## src/rtl/booth_seq_arbiter.sv

```systemverilog
// Shared sequential radix-2 Booth multiplier fronted by a 2-way round-robin arbiter.
// One Booth step is performed per clock; each result is tagged with the requester ID.
// Optional build macro BOOTH_ZERO_BYPASS_EN: when defined, a request with a zero
// operand skips the Booth steps and its result is presented one cycle after acceptance.
//
// state | meaning
// IDLE  | arbitrating, ready asserted toward the granted requester
// RUN   | one Booth add/shift step per clock, WIDTH steps total
// DONE  | product presented, waiting for res_ready
module booth_seq_arbiter #(
  parameter int WIDTH = 4
) (
  input  logic               clk,
  input  logic               reset,
  input  logic               req0_valid,
  output logic               req0_ready,
  input  logic [WIDTH-1:0]   req0_m,
  input  logic [WIDTH-1:0]   req0_r,
  input  logic               req1_valid,
  output logic               req1_ready,
  input  logic [WIDTH-1:0]   req1_m,
  input  logic [WIDTH-1:0]   req1_r,
  output logic               res_valid,
  input  logic               res_ready,
  output logic [2*WIDTH-1:0] res_product,
  output logic               res_id,
  output logic               busy
);

  // One extra bit above the product so that negating the most negative M cannot overflow.
  localparam int PW = 2*WIDTH + 2;
  localparam int CW = $clog2(WIDTH) + 1;

  typedef enum logic [1:0] {IDLE, RUN, DONE} state_t;

  state_t             state_q, state_d;
  logic [PW-1:0]      p_q, p_d;
  logic [PW-1:0]      a_q, a_d;
  logic [PW-1:0]      s_q, s_d;
  logic [CW-1:0]      cnt_q, cnt_d;
  logic               last_grant_q, last_grant_d;
  logic               res_valid_q, res_valid_d;
  logic [2*WIDTH-1:0] res_product_q, res_product_d;
  logic               res_id_q, res_id_d;
  logic               busy_q, busy_d;

  logic               grant;
  logic               accept;
  logic [WIDTH-1:0]   m_sel;
  logic [WIDTH-1:0]   r_sel;
  logic [WIDTH:0]     m_ext;
  logic [WIDTH:0]     m_neg;
  logic [PW-1:0]      p_sum;
  logic [PW-1:0]      p_shr;

  // Round-robin grant: a lone requester wins, a tie goes to whoever was not served last.
  always_comb begin
    if (req0_valid && !req1_valid) begin
      grant = 1'b0;
    end else if (req1_valid && !req0_valid) begin
      grant = 1'b1;
    end else begin
      grant = ~last_grant_q;
    end
    m_sel  = grant ? req1_m : req0_m;
    r_sel  = grant ? req1_r : req0_r;
    m_ext  = {m_sel[WIDTH-1], m_sel};
    m_neg  = ~m_ext + (WIDTH+1)'(1);
    accept = (state_q == IDLE) && (grant ? req1_valid : req0_valid);
  end

  assign req0_ready = (state_q == IDLE) && (grant == 1'b0);
  assign req1_ready = (state_q == IDLE) && (grant == 1'b1);

  // Booth step: add A or S according to the recoded pair, then arithmetic shift right.
  always_comb begin
    unique case (p_q[1:0])
      2'b01:   p_sum = p_q + a_q;
      2'b10:   p_sum = p_q + s_q;
      default: p_sum = p_q;
    endcase
    p_shr = {p_sum[PW-1], p_sum[PW-1:1]};
  end

  // Next-state and next-output computation for the controller.
  always_comb begin
    state_d       = state_q;
    p_d           = p_q;
    a_d           = a_q;
    s_d           = s_q;
    cnt_d         = cnt_q;
    last_grant_d  = last_grant_q;
    res_valid_d   = res_valid_q;
    res_product_d = res_product_q;
    res_id_d      = res_id_q;
    unique case (state_q)
      IDLE: begin
        if (accept) begin
          p_d          = {{(WIDTH+1){1'b0}}, r_sel, 1'b0};
          a_d          = {m_ext, {(WIDTH+1){1'b0}}};
          s_d          = {m_neg, {(WIDTH+1){1'b0}}};
          cnt_d        = '0;
          res_id_d     = grant;
          last_grant_d = grant;
          state_d      = RUN;
`ifdef BOOTH_ZERO_BYPASS_EN
          // Zero operand: product is known to be zero, skip the Booth steps.
          // res_valid is raised by the DONE branch one edge later.
          if ((m_sel == '0) || (r_sel == '0)) begin
            p_d           = '0;
            res_product_d = '0;
            state_d       = DONE;
          end
`endif
        end
      end
      RUN: begin
        p_d   = p_shr;
        cnt_d = cnt_q + CW'(1);
        if (cnt_q == CW'(WIDTH-1)) begin
          state_d       = DONE;
          res_valid_d   = 1'b1;
          res_product_d = p_shr[2*WIDTH:1];
        end
      end
      DONE: begin
        if (res_valid_q && res_ready) begin
          res_valid_d = 1'b0;
          state_d     = IDLE;
        end else begin
          res_valid_d = 1'b1;
        end
      end
      default: state_d = IDLE;
    endcase
    busy_d = (state_d != IDLE);
  end

  // State and registered outputs; reset discards any in-flight operation.
  always_ff @(posedge clk or posedge reset) begin
    if (reset) begin
      state_q       <= IDLE;
      p_q           <= '0;
      a_q           <= '0;
      s_q           <= '0;
      cnt_q         <= '0;
      last_grant_q  <= 1'b1;
      res_valid_q   <= 1'b0;
      res_product_q <= '0;
      res_id_q      <= 1'b0;
      busy_q        <= 1'b0;
    end else begin
      state_q       <= state_d;
      p_q           <= p_d;
      a_q           <= a_d;
      s_q           <= s_d;
      cnt_q         <= cnt_d;
      last_grant_q  <= last_grant_d;
      res_valid_q   <= res_valid_d;
      res_product_q <= res_product_d;
      res_id_q      <= res_id_d;
      busy_q        <= busy_d;
    end
  end

  assign res_valid   = res_valid_q;
  assign res_product = res_product_q;
  assign res_id      = res_id_q;
  assign busy        = busy_q;

endmodule

```

## config.mk

```make
export PLATFORM = sky130hd
export DESIGN_NAME = booth_seq_arbiter
export DESIGN_NICKNAME = d
export VERILOG_FILES = /design/src/rtl/booth_seq_arbiter.sv
export SDC_FILE = /design/constraint.sdc
export NUM_CORES = 1
export LEC_CHECK = 0
export ABC_AREA = 1
export BUFFER_PORTS_ARGS = -buffer_cell sky130_fd_sc_hd__buf_2
export CORE_ASPECT_RATIO = 0.5
export CORE_MARGIN = 3
export CORE_UTILIZATION = 49
export DETAILED_ROUTE_END_ITERATION = 6
export PLACE_DENSITY = 0.74
export SYNTH_ARGS = -nofsm -noshare
export SYNTH_HDL_FRONTEND = slang
export SYNTH_SLANG_ARGS = --single-unit
```

## constraint.sdc

```tcl
create_clock -name clk -period 1.65 [get_ports clk]
set_input_delay 0 -clock clk [delete_from_list [all_inputs] [get_ports clk]]
set_output_delay 0 -clock clk [all_outputs]
set_load 0.05 [all_outputs]
```

### Word level (Yosys, flattened, before mapping)

Cells that the tools add are included.

* register bits: 36
* input port bits: 21
* output and inout port bits: 13

* muxes and demuxes: 17
* bitwise logic cells: 3
* add/subtract/negate cells: 4
* reduce and logical (&&, ||, !) cells: 16
* equality and inequality tests: 7

Operators with widths (count)
* 10-bit one-hot mux with 2 select lines: 2
* 10-bit adder: 2
* 10-bit two-way mux: 1
* 4-bit two-way mux: 2
* 2-bit AND reduction: 4
* 1-bit logical AND: 6
* 2-bit two-way mux: 3
* 2-bit one-hot mux with 3 select lines: 1
* 3-bit one-hot mux with 2 select lines: 1
* 2-bit nonzero test: 3
* 5-bit by 1-bit adder with 5-bit output (second input constant): 1
* 1-bit two-way mux: 5
* 5-bit inverter: 1
* 2-bit by 1-bit == test with 1-bit output (second input constant): 2
* 2-bit == test (second input constant): 2
* 2-bit != test (second input constant): 2
* 3-bit by 1-bit adder with 3-bit output (second input constant): 1
* 3-bit by 2-bit == test with 1-bit output (second input constant): 1
* 3-bit two-way mux: 1
* 1-bit logical NOT: 2
* 2-bit logical NOT: 1
* 1-bit inverter: 2
* 1-bit one-hot mux with 2 select lines: 1

### Logic depth before layout (Yosys ltp)

* depth in word-level cells: 9
* mapped depth: 15
* depth with buffers taken out: 15

### Least setup slack after synthesis

OpenSTA, ideal clock, no wires.

* kind: register to register
* start point: register p_q[1]
* end point: register res_product_q[7], in the netlist res_product[7]
* path buffers: 0
* setup time: 118 ps
* cell stages (with the launch flop): 13
* clock period less this slack: 1834 ps
* required time: 1532 ps
* arrival time: 1716 ps
* path slack: -184 ps
* cells stage by stage: dfrtp_1 ha_1 nand2_1 o21ai_0 fa_1 nand3_1 nand3_1 nand3_1 nand2_1 nand2_1 nand2_1 nand2_1 nand2_1

* word-level cells in the longest chain between the ends: 2
* elaborated cells on any way between the ends: 5
* those cells by class: add/sub (2); eq/ne (2); mux (1)

Ends and longest elaborated chain
* from (decl): RTL line 37 `logic [PW-1:0] p_q, p_d;`
* from (signal assigned): RTL line 154 `p_q <= p_d;`
* 10-bit adder, or another cell as far along: RTL line 79 `2'b10: p_sum = p_q + s_q;`
* 10-bit one-hot mux with 2 select lines (*): RTL line 77 `unique case (p_q[1:0])`
* to (signal assigned): RTL line 160 `res_product_q <= res_product_d;`
* to (decl): RTL line 43 `logic [2*WIDTH-1:0] res_product_q, res_product_d;`

Every way passes the cells marked *; elsewhere a longest branch is shown, timed or not.
A chain may end at the register's enable or synchronous reset.

### Final worst setup path

* start point: register p_q[0]
* end point: register p_q[8]

* word-level cells in the longest chain between the ends: 3
* elaborated cells on any way between the ends: 6
* those cells by class: add/sub (2); eq/ne (2); mux (2)

Ends and longest elaborated chain
* 10-bit adder, or another cell as far along: RTL line 79
* 10-bit one-hot mux with 2 select lines (*): RTL line 77
* 10-bit one-hot mux with 2 select lines (*): RTL line 96 `unique case (state_q)`

Marked as above.

==> impl_metrics.ini <==
[clock_tree]
clock_sinks = 34
insertion_delay_ns = 0.29
clockBufferDepth = 2
cts_tree = built
htreeDepth = 2
cts_inserted_buffers = 5
path_clk_slew_ns = 0.07
root_buffer = clkbuf_8

[floorplan]
die_area_um2 = 4620
die_w_um = 93.2
io_pins = 34
fp-row-count = 15
chipHeight_um = 49.6
design.core.area_um2 = 3550
start_util_pct = 52.5

[detailed_routing]
viasPerCell = 4.91
dr_wl_met3_um = 186
drt_iter0_drc = 95
wl_um = 4000
wl_met1_um = 1950
wire_per_inst_um = 12.2
first_pass_iters = 4
dr.max_layer_used = met4
met2_length_um = 1810
postRouteAntennaNets = 0
route.detailed.drc = 0
vias = 1609

[global_routing]
grt_max_degree = 35
antenna_found_initial = 0
grt_pass1_wl_um = 7280
overflow = 0
grt_pass1_vias = 1609
gr-usage-all-layers_pct = 20.5

[sta]
slew_viol_final = 0
timing.final.ws_setup_ns = -0.123
fmax_mhz = 564
max_slew_margin_pct = 67.3
worstMarginPinSlew_ns = 0.491
setup_viol = 8
finalClockSkew_ns = 0.00478
hold_viol = 0
period_minus_slack_ns = 1.77
holdWs_ns = 0.0123
finalCritPeriodShare_pct = 107
rsz0062_at_grt = yes

[placement]
port-buffer-count = 33
dpl_cell_area_um2 = 2140
hpwl_um = 2960
gp_congestion = 0.822

[power_and_ir_drop]
ir_drop_v = 0.000848
leakage_nw = 1.26
power.density_nw_per_um2 = 2450

[worst_setup_path]
crit_family = adder cells
crit_type = register to register
critPathMaxStageDelay_ns = 0.39
worstPathArrival_ns = 1.96
r2r_slack_ns = -0.12
regToRegEndpoint = p_q[8]$_DFFE_PP0P_
cp_max_fo = 6
crit_required_ns = 1.83
worstSetupStartpointType = register
r2r_cells = 14
timing.rr.start = p_q[0]$_DFFE_PP0P_
cp-end-kind = register
path_cells = inv_2 > ha_4 > inv_4 > o21a_1 > ha_4 > nand3_2 > nand3_2 > inv_1 > nand2_1 > nand2_1 > nand2_1 > nand2_2 > nand2_1 > nand2_1
cpMostUsedCell = nand2_1
crit_slowest_cell = dfrtp_1
critical_path_buf_inv_count = 3

[synthesis]
synth.distinct_cells = 28
syn_area_um2 = 1860
synth-seq-cells = 34
yosys_warnings = 0
synthesis.nets = 261
ys_seq_area_share_pct = 45.7
syn_area_per_cell_um2 = 8.10
synthCells = 230

[cells_and_area]
syn2layout_area_growth_pct = 26.8
nNetsFinal = 307
layout_common_cells = nand2_1, dfrtp_1, buf_2
drive_above_1_share_pct = 29.6
num_antenna_cells = 0
fin_area_um2 = 2360
mostFrequentLayoutCell = nand2_1

[worst_hold_path]
hp-start = res_ready
hold_path_depth = 4
min_to = state_q[1]$_DFF_PP0_
min_path_type = input pin to register

[run_status]
outcome = finished with violations
violations = negative setup slack

[flow_run]
max_cap_viol_count = 0
==> final cells by class <==
type                            count  area, µm²
Fill cell                         299       1180
Multi-Input combinational cell    159        927
Sequential cell                    34        852
Timing Repair Buffer               43        245
Inverter                           33        131
Clock buffer                        6       82.6
Tap cell                           51       63.8
Clock inverter                      2       60.1
==> cell usage after synthesis, drive strengths merged <==
library cell  instances  area, µm²
o21a                  2       15.0
nor2                 10       45.1
nand3b                2       15.0
o22ai                 1       6.26
inv                  33        126
o221ai                4       35.0
o21ai                23        123
o211ai                1       7.51
fa                    1       20.0
a21oi                 3       15.0
nand3                10       55.1
or2                   1       6.26
dfstp                 1       26.3
buf                   4       41.3
ha                    9        113
dfrtp                33        826
xnor2                 1       8.76
a22o                  1       8.76
nand2                90        370
==> flip-flops by register name (all words and copies together), names as in the netlist, 2 cells and up <==
register     cells
s_q              5
cnt_q            3
state_q          2
res_product      8
p_q              9
a_q              3
==> power breakdown <==
| part | internal [W] | switching [W] |
|---|---|---|
| registers | 0.00125 | 0.000268 |
| logic | 0.00124 | 0.00208 |
| clock network | 0.000644 | 0.000306 |
==> kinds of logic (layout without fill, tap and decap cells) <==
logic type / count (synthesis) / after routing / share of synthesized area, %
adder cells (fa/ha/maj): 10 / 10 / 7.12
AND/OR/NAND/NOR: 113 / 113 / 26.4
flip-flops: 34 / 34 / 45.7
AO/OA/AOI/OAI: 35 / 35 / 11.3
XOR/XNOR: 1 / 1 / 0.470
buffers and inverters: 37 / 84 / 9.00
==> metal layers <==
layer  vias to the layer above  GRT usage [%]
met1                       737           27.1
met5                         -              0
li1                        820              -
met3                        12           4.73
met4                         0           7.06
met2                        40           33.1
==> through the flow <==
step                utilization [%]  TNS [ns]  power (W)  std cells  setup WS (ns)
global route                   66.6     -1.44    0.00633        328         -0.301
finish                         66.6    -0.559    0.00579        328         -0.123
detailed placement             60.3    -0.720    0.00457        316         -0.127
floorplan                         -         0    0.00388        230       0.000833
CTS                            65.7    -0.490    0.00567        326         -0.110
global placement               60.3    -0.336    0.00447        316        -0.0796
==> worst reg2reg max path, cell delays in order, from the launching register on <==
cell and delay (ns):
dfrtp_1 0.39, inv_2 0.07, ha_4 0.16, inv_4 0.05, o21a_1 0.21, ha_4 0.29, nand3_2 0.06, nand3_2 0.06
inv_1 0.04, nand2_1 0.04, nand2_1 0.06, nand2_1 0.07, nand2_2 0.05, nand2_1 0.05, nand2_1 0.05
==> worst max-delay path by stage <==
| stage | start | endpoint | slack [ns] | depth (start not counted) |
|---|---|---|---|---|
| after floorplan | p_q[1]$_DFFE_PP0P_ | res_product[7]$_DFFE_PP0P_ | 0.0008 | 14 |
| after global placement | p_q[1]$_DFFE_PP0P_ | res_product[7]$_DFFE_PP0P_ | -0.08 | 12 |
| after detailed placement | p_q[0]$_DFFE_PP0P_ | res_product[6]$_DFFE_PP0P_ | -0.13 | 11 |
| after CTS | p_q[0]$_DFFE_PP0P_ | p_q[8]$_DFFE_PP0P_ | -0.11 | 14 |
| after global routing | p_q[1]$_DFFE_PP0P_ | res_product[7]$_DFFE_PP0P_ | -0.30 | 12 |
| final | p_q[0]$_DFFE_PP0P_ | p_q[8]$_DFFE_PP0P_ | -0.12 | 14 |
==> timing repair <==
action	in CTS	in global routing
pin swaps	1	10
hold endpoints to repair	33	0
hold buffers	1	0
gates resized for setup	4	7
setup endpoints to repair	8	12
buffers inserted	1	2
Power figures use the tool's default switching activity.
